==> src/rtl/lsu_mem_port.sv <==
// Load/store unit between execute and a word-only data_mem; sub-word stores become read-modify-write.
// Latency from acceptance edge T: error T+1, load/sw T+2, sb/sh T+3 (resp_valid pulse).
// Backpressure: req_ready only in IDLE; one request in flight, no queueing, inputs ignored while busy.
module lsu_mem_port #(
    parameter int MEM_WORDS = 32
) (
    input  logic        clk,
    input  logic        rst,
    input  logic        req_valid,
    output logic        req_ready,
    input  logic        req_we,
    input  logic [2:0]  req_funct3,
    input  logic [31:0] req_addr,
    input  logic [31:0] req_wdata,
    output logic        resp_valid,
    output logic [31:0] resp_rdata,
    output logic        resp_error,
    output logic        mem_read,
    output logic        mem_write,
    output logic [31:0] mem_addr,
    output logic [31:0] mem_wd,
    input  logic [31:0] mem_rd
);

    typedef enum logic [1:0] {IDLE, READ, WRITE, RESP} state_t;

    localparam logic [31:0] ADDR_LIMIT = 32'(MEM_WORDS * 4);

    state_t      state, state_nxt;
    logic        accept;
    logic        f3_illegal, misaligned, out_of_range, req_err;

    logic        we_q;
    logic [2:0]  f3_q;
    logic [31:0] addr_q;
    logic [31:0] wdata_q;
    logic        err_q;
    logic [31:0] word_q;

    logic [7:0]  sel_byte;
    logic [15:0] sel_half;
    logic [31:0] load_val;
    logic [31:0] merged;

    assign accept = req_valid && (state == IDLE);

    // Request screening on the live inputs; only meaningful at the acceptance edge.
    always_comb begin
        f3_illegal   = (req_funct3 == 3'b011) || (req_funct3[2:1] == 2'b11)
                       || (req_we && req_funct3[2]);
        misaligned   = ((req_funct3[1:0] == 2'b01) && req_addr[0])
                       || ((req_funct3[1:0] == 2'b10) && (req_addr[1:0] != 2'b00));
        out_of_range = (req_addr >= ADDR_LIMIT);
        req_err      = f3_illegal || misaligned || out_of_range;
    end

    // State register.
    always_ff @(posedge clk or posedge rst) begin
        if (rst) begin
            state <= IDLE;
        end else begin
            state <= state_nxt;
        end
    end

    // Next-state and memory/handshake outputs; memory strobes are pure state decodes so reset drops them at once.
    always_comb begin
        state_nxt  = state;
        req_ready  = 1'b0;
        resp_valid = 1'b0;
        resp_error = 1'b0;
        mem_read   = 1'b0;
        mem_write  = 1'b0;
        mem_addr   = 32'h0;
        mem_wd     = 32'h0;
        unique case (state)
            IDLE: begin
                req_ready = 1'b1;
                if (req_valid) begin
                    if (req_err) begin
                        state_nxt = RESP;
                    end else if (!req_we) begin
                        state_nxt = READ;
                    end else if (req_funct3[1:0] == 2'b10) begin
                        state_nxt = WRITE;
                    end else begin
                        state_nxt = READ;
                    end
                end
            end
            READ: begin
                mem_read  = 1'b1;
                mem_addr  = {addr_q[31:2], 2'b00};
                state_nxt = we_q ? WRITE : RESP;
            end
            WRITE: begin
                mem_write = 1'b1;
                mem_addr  = {addr_q[31:2], 2'b00};
                mem_wd    = (f3_q[1:0] == 2'b10) ? wdata_q : merged;
                state_nxt = RESP;
            end
            RESP: begin
                resp_valid = 1'b1;
                resp_error = err_q;
                state_nxt  = IDLE;
            end
            default: state_nxt = IDLE;
        endcase
    end

    // Load lane extraction with sign/zero extension, little-endian.
    always_comb begin
        sel_byte = 8'h0;
        case (addr_q[1:0])
            2'd0: sel_byte = mem_rd[7:0];
            2'd1: sel_byte = mem_rd[15:8];
            2'd2: sel_byte = mem_rd[23:16];
            2'd3: sel_byte = mem_rd[31:24];
            default: sel_byte = 8'h0;
        endcase
        sel_half = addr_q[1] ? mem_rd[31:16] : mem_rd[15:0];
        case (f3_q)
            3'b000:  load_val = {{24{sel_byte[7]}}, sel_byte};
            3'b100:  load_val = {24'h0, sel_byte};
            3'b001:  load_val = {{16{sel_half[15]}}, sel_half};
            3'b101:  load_val = {16'h0, sel_half};
            default: load_val = mem_rd;
        endcase
    end

    // Merge store data into the word captured during READ for sb/sh.
    always_comb begin
        merged = word_q;
        if (f3_q[1:0] == 2'b00) begin
            case (addr_q[1:0])
                2'd0: merged[7:0]   = wdata_q[7:0];
                2'd1: merged[15:8]  = wdata_q[7:0];
                2'd2: merged[23:16] = wdata_q[7:0];
                2'd3: merged[31:24] = wdata_q[7:0];
                default: merged = word_q;
            endcase
        end else if (addr_q[1]) begin
            merged[31:16] = wdata_q[15:0];
        end else begin
            merged[15:0] = wdata_q[15:0];
        end
    end

    // Request capture, RMW word capture and the held response data.
    always_ff @(posedge clk or posedge rst) begin
        if (rst) begin
            we_q       <= 1'b0;
            f3_q       <= 3'b000;
            addr_q     <= 32'h0;
            wdata_q    <= 32'h0;
            err_q      <= 1'b0;
            word_q     <= 32'h0;
            resp_rdata <= 32'h0;
        end else begin
            if (accept) begin
                we_q    <= req_we;
                f3_q    <= req_funct3;
                addr_q  <= req_addr;
                wdata_q <= req_wdata;
                err_q   <= req_err;
                if (req_err) begin
                    resp_rdata <= 32'h0;
                end
            end
            if (state == READ) begin
                word_q <= mem_rd;
                if (!we_q) begin
                    resp_rdata <= load_val;
                end
            end
            if (state == WRITE) begin
                resp_rdata <= 32'h0;
            end
        end
    end

endmodule

==> config.mk <==
export PLATFORM = sky130hd
export DESIGN_NAME = lsu_mem_port
export DESIGN_NICKNAME = d
export VERILOG_FILES = /design/src/rtl/lsu_mem_port.sv
export SDC_FILE = /design/constraint.sdc
export NUM_CORES = 1
export LEC_CHECK = 0
export CORE_MARGIN = 2
export CORE_UTILIZATION = 30
export DETAILED_ROUTE_END_ITERATION = 8
export GPL_TIMING_DRIVEN = 0
export PLACE_DENSITY_LB_ADDON = 0.12
export RECOVER_POWER = 25
export SETUP_SLACK_MARGIN = 0.1
export SYNTH_ARGS = -nofsm -noshare
export SYNTH_HDL_FRONTEND = slang
export SYNTH_SLANG_ARGS = --single-unit
==> constraint.sdc <==
create_clock -name clk -period 4.9 [get_ports clk]
set_clock_uncertainty 0.1 [all_clocks]
set_input_delay 0.98 -clock clk [delete_from_list [all_inputs] [get_ports clk]]
set_output_delay 0.98 -clock clk [all_outputs]
set_load 0.005 [all_outputs]
; After elaboration in Yosys (flattened, before gate mapping)
; Index checks and enable logic that the tools add are counted.
; W data, S select, Z words.
[totals]
reg_bits = 135
inputBits = 103
[classes]
n_mux = 29
magnitude_cmp = 1
n_eq_ne = 15
reduce_logical = 15
[ops]
columns = cell, count
row1 = $mux W32, 9
row2 = $pmux W32 S4, 1
row3 = $mux W16, 3
row4 = $ge A32 B8 Y1 const B, 1
row5 = $mux W8, 4
row6 = $pmux W8 S4, 1
row7 = $eq A2 B2 Y1 const B, 7
row8 = $mux W2, 4
row9 = $pmux W2 S4, 1
row10 = $eq A2 B1 Y1 const B, 3
row11 = $eq A3 B3 Y1 const B, 2
row12 = $logic_not A2 Y1, 3
row13 = $mux W1, 6
row14 = $logic_or A1 B1 Y1, 5
row15 = $logic_and A1 B1 Y1, 4
row16 = $eq A3 B1 Y1 const B, 1
row17 = $eq A3 B2 Y1 const B, 1
row18 = $logic_not A3 Y1, 1
row19 = $ne A2 B2 Y1 const B, 1
row20 = $reduce_bool A2 Y1, 1
row21 = $reduce_or A2 Y1, 1

; Depth between registers and ports, before layout
; Gate-level depths: netlist (run 1).
[logic_depth]
word_depth = 10
depth_mapped = 9
mapped_depth_nobuf = 6

; Worst setup path before layout (run 1)
; OpenSTA, ideal clock, no wires.
[synth_timing]
kind = register -> output
from = reg state[0]
to = out mem_wd[11]
t_arrival_ns = 1.533
t_required_ns = 3.820
stages_incl_launch_ff = 6
path_slack_ns = 2.287
cell_sequence = dfrtp_1 inv_1 ha_1 clkbuf_1 clkbuf_1 o211a_1
[synth_via]
elab_chain_len = 2
[synth_rtl]
columns = element, line_no
row1 = from (decl), 29  ; state_t state, state_nxt;
row2 = from (signal assigned), 62  ; state <= state_nxt;
row3 = $eq A2 B2 Y1, 76  ; unique case (state)
row4 = $mux W32, 76
row5 = to (decl), 21  ; output logic [31:0] mem_wd,
; Every way passes these cells.

; Worst setup path after layout (run 1)
[layout_timing]
from = reg state[0]
to = out mem_wd[17]
; The elaborated chain is that of the path after synthesis.

==> results.json, run 1 <==
{
  "drt_iter0_markers": 434,
  "final_common_cell": "clkdlybuf4s50_1",
  "track_usage": 0.2025,
  "ys_types": 53,
  "clock_latency_ns": 0.43,
  "drc": 0,
  "r2r_slack_ns": 2.59,
  "required_ns": 3.82,
  "arrival_ns": 3.08,
  "crit_path_max_fanout": 10,
  "place_ws_ns": 1.196,
  "die_w_um": 160.8,
  "ys_seq_area_frac": 0.4580,
  "power.internal_w": 0.004673,
  "cts.clk_slew.worst_paths_ns": 0.06,
  "netlist_instances": 683,
  "row_count": 57,
  "start_util": 0.3042,
  "violations": "capacitance limit, slew limit",
  "grt_pass1_wl_um": 39550,
  "clkPwrFrac": 0.189,
  "ioPinCount": 204,
  "tightest_slew_ns": 2.827,
  "switching_share": 0.3764,
  "r2r_start": "state[1]",
  "syn_to_final_growth_pct": 41.87,
  "hold_depth": 1,
  "grt_max_degree": 69,
  "p_seq_frac": 0.285,
  "p_comb_frac": 0.525,
  "leakagePower_nw": 4.524,
  "rsz0062_at_grt": "no",
  "final_cells": 1243,
  "start_kind": "flip-flop",
  "drv_slew": 68,
  "cts-resized-gates": 0,
  "synth_warnings": 0,
  "viasPerCell": 5.018,
  "hold_viol_final": 0,
  "rr_worst_depth": 9,
  "max-slew-margin-rel": -0.8849,
  "syn_area_per_cell_um2": 10.80,
  "grt_overflow_total": 0,
  "hold_path.class": "reg2reg",
  "synthFlopType": "dfrtp_1",
  "synth_edf_count": 0,
  "cts_tree": "built",
  "clock_sinks": 135,
  "routed_wl_um": 25750,
  "post_drt_wl_per_cell_um": 20.72,
  "fin_crit_sh": 0.8488,
  "cts_hold_buf": 0,
  "status": "complete, but fails checks",
  "fin_setup_tns_ns": 0,
  "dp_hpwl_um": 19430,
  "synth-async-reset-ratio": 1.000,
  "synth.ff_latch_count": 135,
  "timing.hold.ws_ns": 0.3973,
  "routed-via-count": 6237,
  "netlist_area_um2": 7376,
  "grt_pass1_vias": 6401,
  "drt_pre_antenna_iters": 5,
  "crit_type": "reg2out",
  "root_buffer": "clkbuf_16",
  "max_freq_mhz": 240.4,
  "place.gp.congestion": 0.8515,
  "die_h_um": 160.8,
  "post_cts_buffers": 0,
  "htree_levels": 4,
  "portBuffers": 201,
  "core-area_um2": 24250,
  "crit_path_start": "state[0]",
  "drtAntennaViolNets": 0,
  "fin_nets": 1012,
  "dp_cells": 1210,
  "die_area_um2": 25860,
  "drive_above_1_share": 0.1830,
  "cts_buffers": 17,
  "endpoint": "mem_wd[17]",
  "p_sw_w": 0.002820,
  "fin_crit_ns": 4.159,
  "clk_path_buf_depth": 2,
  "setup_slack_ns": 0.7408,
  "vdd_ir_drop_max_mv": 0.2944,
  "endpoint_kind": "primary output",
  "p_per_area_nw_per_um2": 716.1,
  "rr_endpoint": "resp_rdata[18]",
  "antenna_found_initial": 2,
  "most-common-layout-cells": "198 x clkdlybuf4s50_1, 135 x dfrtp_1, 101 x mux2_2",
  "setup_violations": 0,
  "cap_violations": 1
}
==> cell usage after synthesis (2+ instances only) <==
library cell / n / share of area
and2_1: 31 / 0.026
a21oi_1: 16 / 0.011
clkbuf_1: 26 / 0.013
nor2_1: 16 / 0.0081
mux2_2: 101 / 0.15
nand2_1: 80 / 0.041
buf_4: 3 / 0.0031
inv_1: 17 / 0.0087
and3b_1: 5 / 0.0059
buf_2: 22 / 0.015
o22ai_1: 37 / 0.031
a2111o_1: 5 / 0.0076
ha_1: 4 / 0.0068
nor3_1: 7 / 0.0047
a22o_1: 5 / 0.0059
o211a_1: 24 / 0.033
nor2b_1: 11 / 0.0093
nand2b_1: 4 / 0.0034
buf_1: 2 / 0.0010
and4_1: 2 / 0.0024
o2bb2ai_1: 3 / 0.0036
mux2i_1: 59 / 0.080
a2111oi_0: 5 / 0.0059
o21ai_0: 31 / 0.021
dfrtp_1: 135 / 0.46
nor4_1: 5 / 0.0042
==> state kept, by name, summed over array words and instances (netlist names) <==
| register | flops |
|---|---|
| f3_q | 3 |
| addr_q | 32 |
| resp_rdata | 32 |
| err_q | 1 |
| word_q | 32 |
| we_q | 1 |
| state | 2 |
| wdata_q | 32 |
==> metrics by stage <==
| step | instance area [µm²] | total power [W] | utilization |
|---|---|---|---|
| floorplan | 7380 | 0.004240 | - |
| global placement | 9797 | 0.006078 | 0.4040 |
| detailed placement | 9829 | 0.006102 | 0.4054 |
| CTS | 10470 | 0.007555 | 0.4316 |
| global route | 10460 | 0.007999 | 0.4315 |
| finish | 10460 | 0.007494 | 0.4315 |
==> layout make-up <==
class	count	area (µm²)
repair buffers	202	2039
clock inverters	13	193.9
inverters	18	67.56
plain buffers	53	237.7
well taps	324	405.4
flip-flops and latches	135	3378
multi-input cells	478	3696
fillers	2416	13780
diodes	1	2.502
clock buffers	19	442.9
==> power groups by stage <==
stage	sequential [W]	combinational (W)	clock [W]
after global routing	0.00221	0.00430	0.00149
final	0.00214	0.00394	0.00142
after detailed placement	0.00215	0.00395	0
after global placement	0.00214	0.00394	0
after floorplan	0.00197	0.00227	0
after CTS	0.00213	0.00398	0.00144
==> cell families (layout without fill, tap and decap cells) <==
kind of cell | after synthesis | in the layout | synth area share
buffers and inverters | 71 | 305 | 0.04139
AOI/OAI and AO/OA | 142 | 142 | 0.1411
DFF | 135 | 135 | 0.4580
muxes | 161 | 161 | 0.2373
other | 1 | 3 | 0.0005084
adders and majority gates | 4 | 4 | 0.006786
and+or+nand+nor | 169 | 169 | 0.1148
==> worst min path at each step <==
| stage | from | endpoint | slack, ns |
|---|---|---|---|
| after detailed placement | err_q | err_q | 0.37 |
| after global routing | wdata_q[25] | wdata_q[25] | 0.41 |
| after floorplan | err_q | err_q | 0.34 |
| after CTS | err_q | err_q | 0.39 |
| final | addr_q[20] | addr_q[20] | 0.40 |
| after global placement | err_q | err_q | 0.37 |
==> routing by layer <==
metal / part of all wire / global-route usage / up-vias
li1: - / - / 2916
met2: 0.47 / 0.3172 / 210
met4: 0.0093 / 0.04302 / 0
met3: 0.070 / 0.05656 / 20
met1: 0.45 / 0.2807 / 3091
met5: 0 / 0 / -
==> critical path, stage by stage (launching register included) <==
cell and delay (ns):
dfrtp_1 0.41, inv_1 0.09, ha_1 0.41, clkbuf_1 0.44
clkbuf_1 0.53, o211a_1 0.27, clkdlybuf4s50_1 0.50
(Power assumes the default switching activity.)
==> run 2, diff against run 1 <==
==> constraint.sdc (replaced) <==
create_clock -name clk -period 3.4 [get_ports clk]
set_clock_uncertainty 0.1 [all_clocks]
set_input_delay 0.68 -clock clk [delete_from_list [all_inputs] [get_ports clk]]
set_output_delay 0.68 -clock clk [all_outputs]
set_load 0.005 [all_outputs]
==> run 2 against run 1 <==
Against the previous run: the flow now finishes without violations; via count grew 0.46%; critical path type unchanged; cell area rose by 0.97%; clock power increased by 45%; global-route usage down 0.26 points; critical path depth did not move; sequential share of layout area is 0.30 points lower; combinational power rose by 47%; cell count increased by 0.24%; register-to-register slack worse by 1.8 ns.
==> results.json, run 2 (synthesized netlist as in run 1, its figures left out) <==
{
  "portBuffers": 201,
  "row_count": 57,
  "setup_violations": 0,
  "max-slew-margin-rel": 0.2418,
  "drtAntennaViolNets": 0,
  "start_util": 0.3042,
  "drc": 0,
  "max_freq_mhz": 312.1,
  "routed_wl_um": 25700,
  "die_h_um": 160.8,
  "p_per_area_nw_per_um2": 1034,
  "ioPinCount": 204,
  "critPathBufInv": 4,
  "cts_tree": "built",
  "endpoint_kind": "primary output",
  "cap_violations": 0,
  "cts.clk_slew.worst_paths_ns": 0.06,
  "arrival_ns": 2.42,
  "crit_path_max_fanout": 10,
  "final_cells": 1246,
  "dp_cells": 1213,
  "place.gp.congestion": 0.8641,
  "most-common-layout-cells": "200 x clkdlybuf4s50_1, 134 x dfrtp_1, 101 x mux2_2",
  "grt_pass1_vias": 6606,
  "grt_overflow_total": 0,
  "die_w_um": 160.8,
  "htree_levels": 4,
  "hold_viol_final": 0,
  "clock_latency_ns": 0.43,
  "final_common_cell": "clkdlybuf4s50_1",
  "cp_slowest_stage_delay_ns": 0.52,
  "clock_sinks": 135,
  "fin_nets": 1016,
  "die_area_um2": 25860,
  "clk_path_buf_depth": 2,
  "setup_slack_ns": 0.1956,
  "tightest_slew_ns": 1.131,
  "required_ns": 2.62,
  "diodes": 0,
  "start_kind": "flip-flop",
  "routed-via-count": 6266,
  "fin_setup_tns_ns": 0,
  "crit_chain": "inv_1 -> ha_4 -> clkbuf_4 -> clkbuf_4 -> o211a_1 -> clkdlybuf4s50_1",
  "drt_iter0_markers": 341,
  "placed_area_um2": 9881,
  "cts_hold_buf": 0,
  "leakagePower_nw": 4.586,
  "critical-path-top-delay-family": "buffers and inverters",
  "dp_hpwl_um": 19740,
  "place_ws_ns": -0.04098,
  "viasPerCell": 5.029,
  "fin_crit_sh": 0.9425,
  "drive_above_1_share": 0.2039,
  "antenna_found_initial": 0,
  "cts_buffers": 17,
  "post_drt_wl_per_cell_um": 20.63,
  "grt_max_degree": 33,
  "track_usage": 0.1999,
  "fin_crit_ns": 3.204,
  "status": "finished, final reports clean",
  "drt_pre_antenna_iters": 5,
  "drv_slew": 0,
  "root_buffer": "clkbuf_16",
  "rsz0062_at_grt": "yes",
  "core-area_um2": 24250,
  "hold_path.class": "reg2reg",
  "crit_top_cell": "clkbuf_4",
  "fillCellCount": 2381,
  "cp_slowest_cell": "clkdlybuf4s50_1",
  "vdd_ir_drop_max_mv": 0.4075,
  "final_area_um2": 10570,
  "timing.hold.ws_ns": 0.3888,
  "grt_pass1_wl_um": 39040,
  "crit_type": "reg2out",
  "syn_to_final_growth_pct": 43.24
}
[run 2: cell types whose count changed in the layout (fill, tap and decap cells not counted), moves of 2 or more]
cell,delta
clkbuf_1,-10
clkdlybuf4s50_1,+2
inv_6,+3
clkbuf_4,+5
buf_12,+3
dlygate4sd3_1,-2
clkbuf_2,+8
[run 2: timing repair]
item	4_1_cts	5_1_grt
setup buffers	1	0
endpoints found under the hold margin	0	0
cloned	0	0
pin swaps	1	0
resized for setup	16	13
endpoints found under the setup margin	32	24
[run 2: path summary, 6_finish.rpt]
kind                          start             end  cells past startpoint  slack, ns
hold / removal                err_q           err_q                      1       0.39
min in group asynchronous       rst      word_q[11]                      2       0.82
setup / recovery           state[0]      mem_wd[13]                      6       0.20
max in group asynchronous       rst        state[1]                      5       0.78
setup reg to reg           state[1]  resp_rdata[19]                      8       0.81
hold reg to reg               err_q           err_q                      1       0.39
[run 2: report_power, final]
group / switching [W] / leakage (nW) / total, W / internal [W]
logic: 0.00263 / 2.62 / 0.00578 / 0.00316
registers: 0.000666 / 1.65 / 0.00308 / 0.00241
clock network: 0.000811 / 0.313 / 0.00206 / 0.00125
total: 0.00411 / 4.59 / 0.0109 / 0.00682
[run 2: layout make-up]
type	count	area, µm²	area share
Multi-Input combinational cell	478	3724	0.3524
Sequential cell	135	3379	0.3199
Buffer	53	264.0	0.02499
Clock inverter	14	210.2	0.01990
Timing Repair Buffer	206	2082	0.1971
Tap cell	324	405.4	0.03837
Clock buffer	18	429.2	0.04062
Inverter	18	71.32	0.006750
[run 2: stage by stage]
step | power (W) | utilization
floorplan | 0.006110 | -
global placement | 0.008757 | 0.4042
detailed placement | 0.008798 | 0.4075
CTS | 0.01100 | 0.4365
global route | 0.01164 | 0.4357
finish | 0.01093 | 0.4357
[run 2: per-layer routing]
layer / vias up / wire, µm / track usage
met5: - / 0 / 0
met4: 0 / 425 / 0.05763
met3: 24 / 1716 / 0.05398
met2: 205 / 11950 / 0.3149
met1: 3111 / 11610 / 0.2709
li1: 2926 / - / -
[run 2: worst register-to-register path: cells and delay by family (launching register included)]
kind            cells  cell delay, ns
compound gates      3            0.81
buf+inv             3            0.74
flops               1            0.45
simple gates        1            0.25
fa+ha+maj           1            0.17
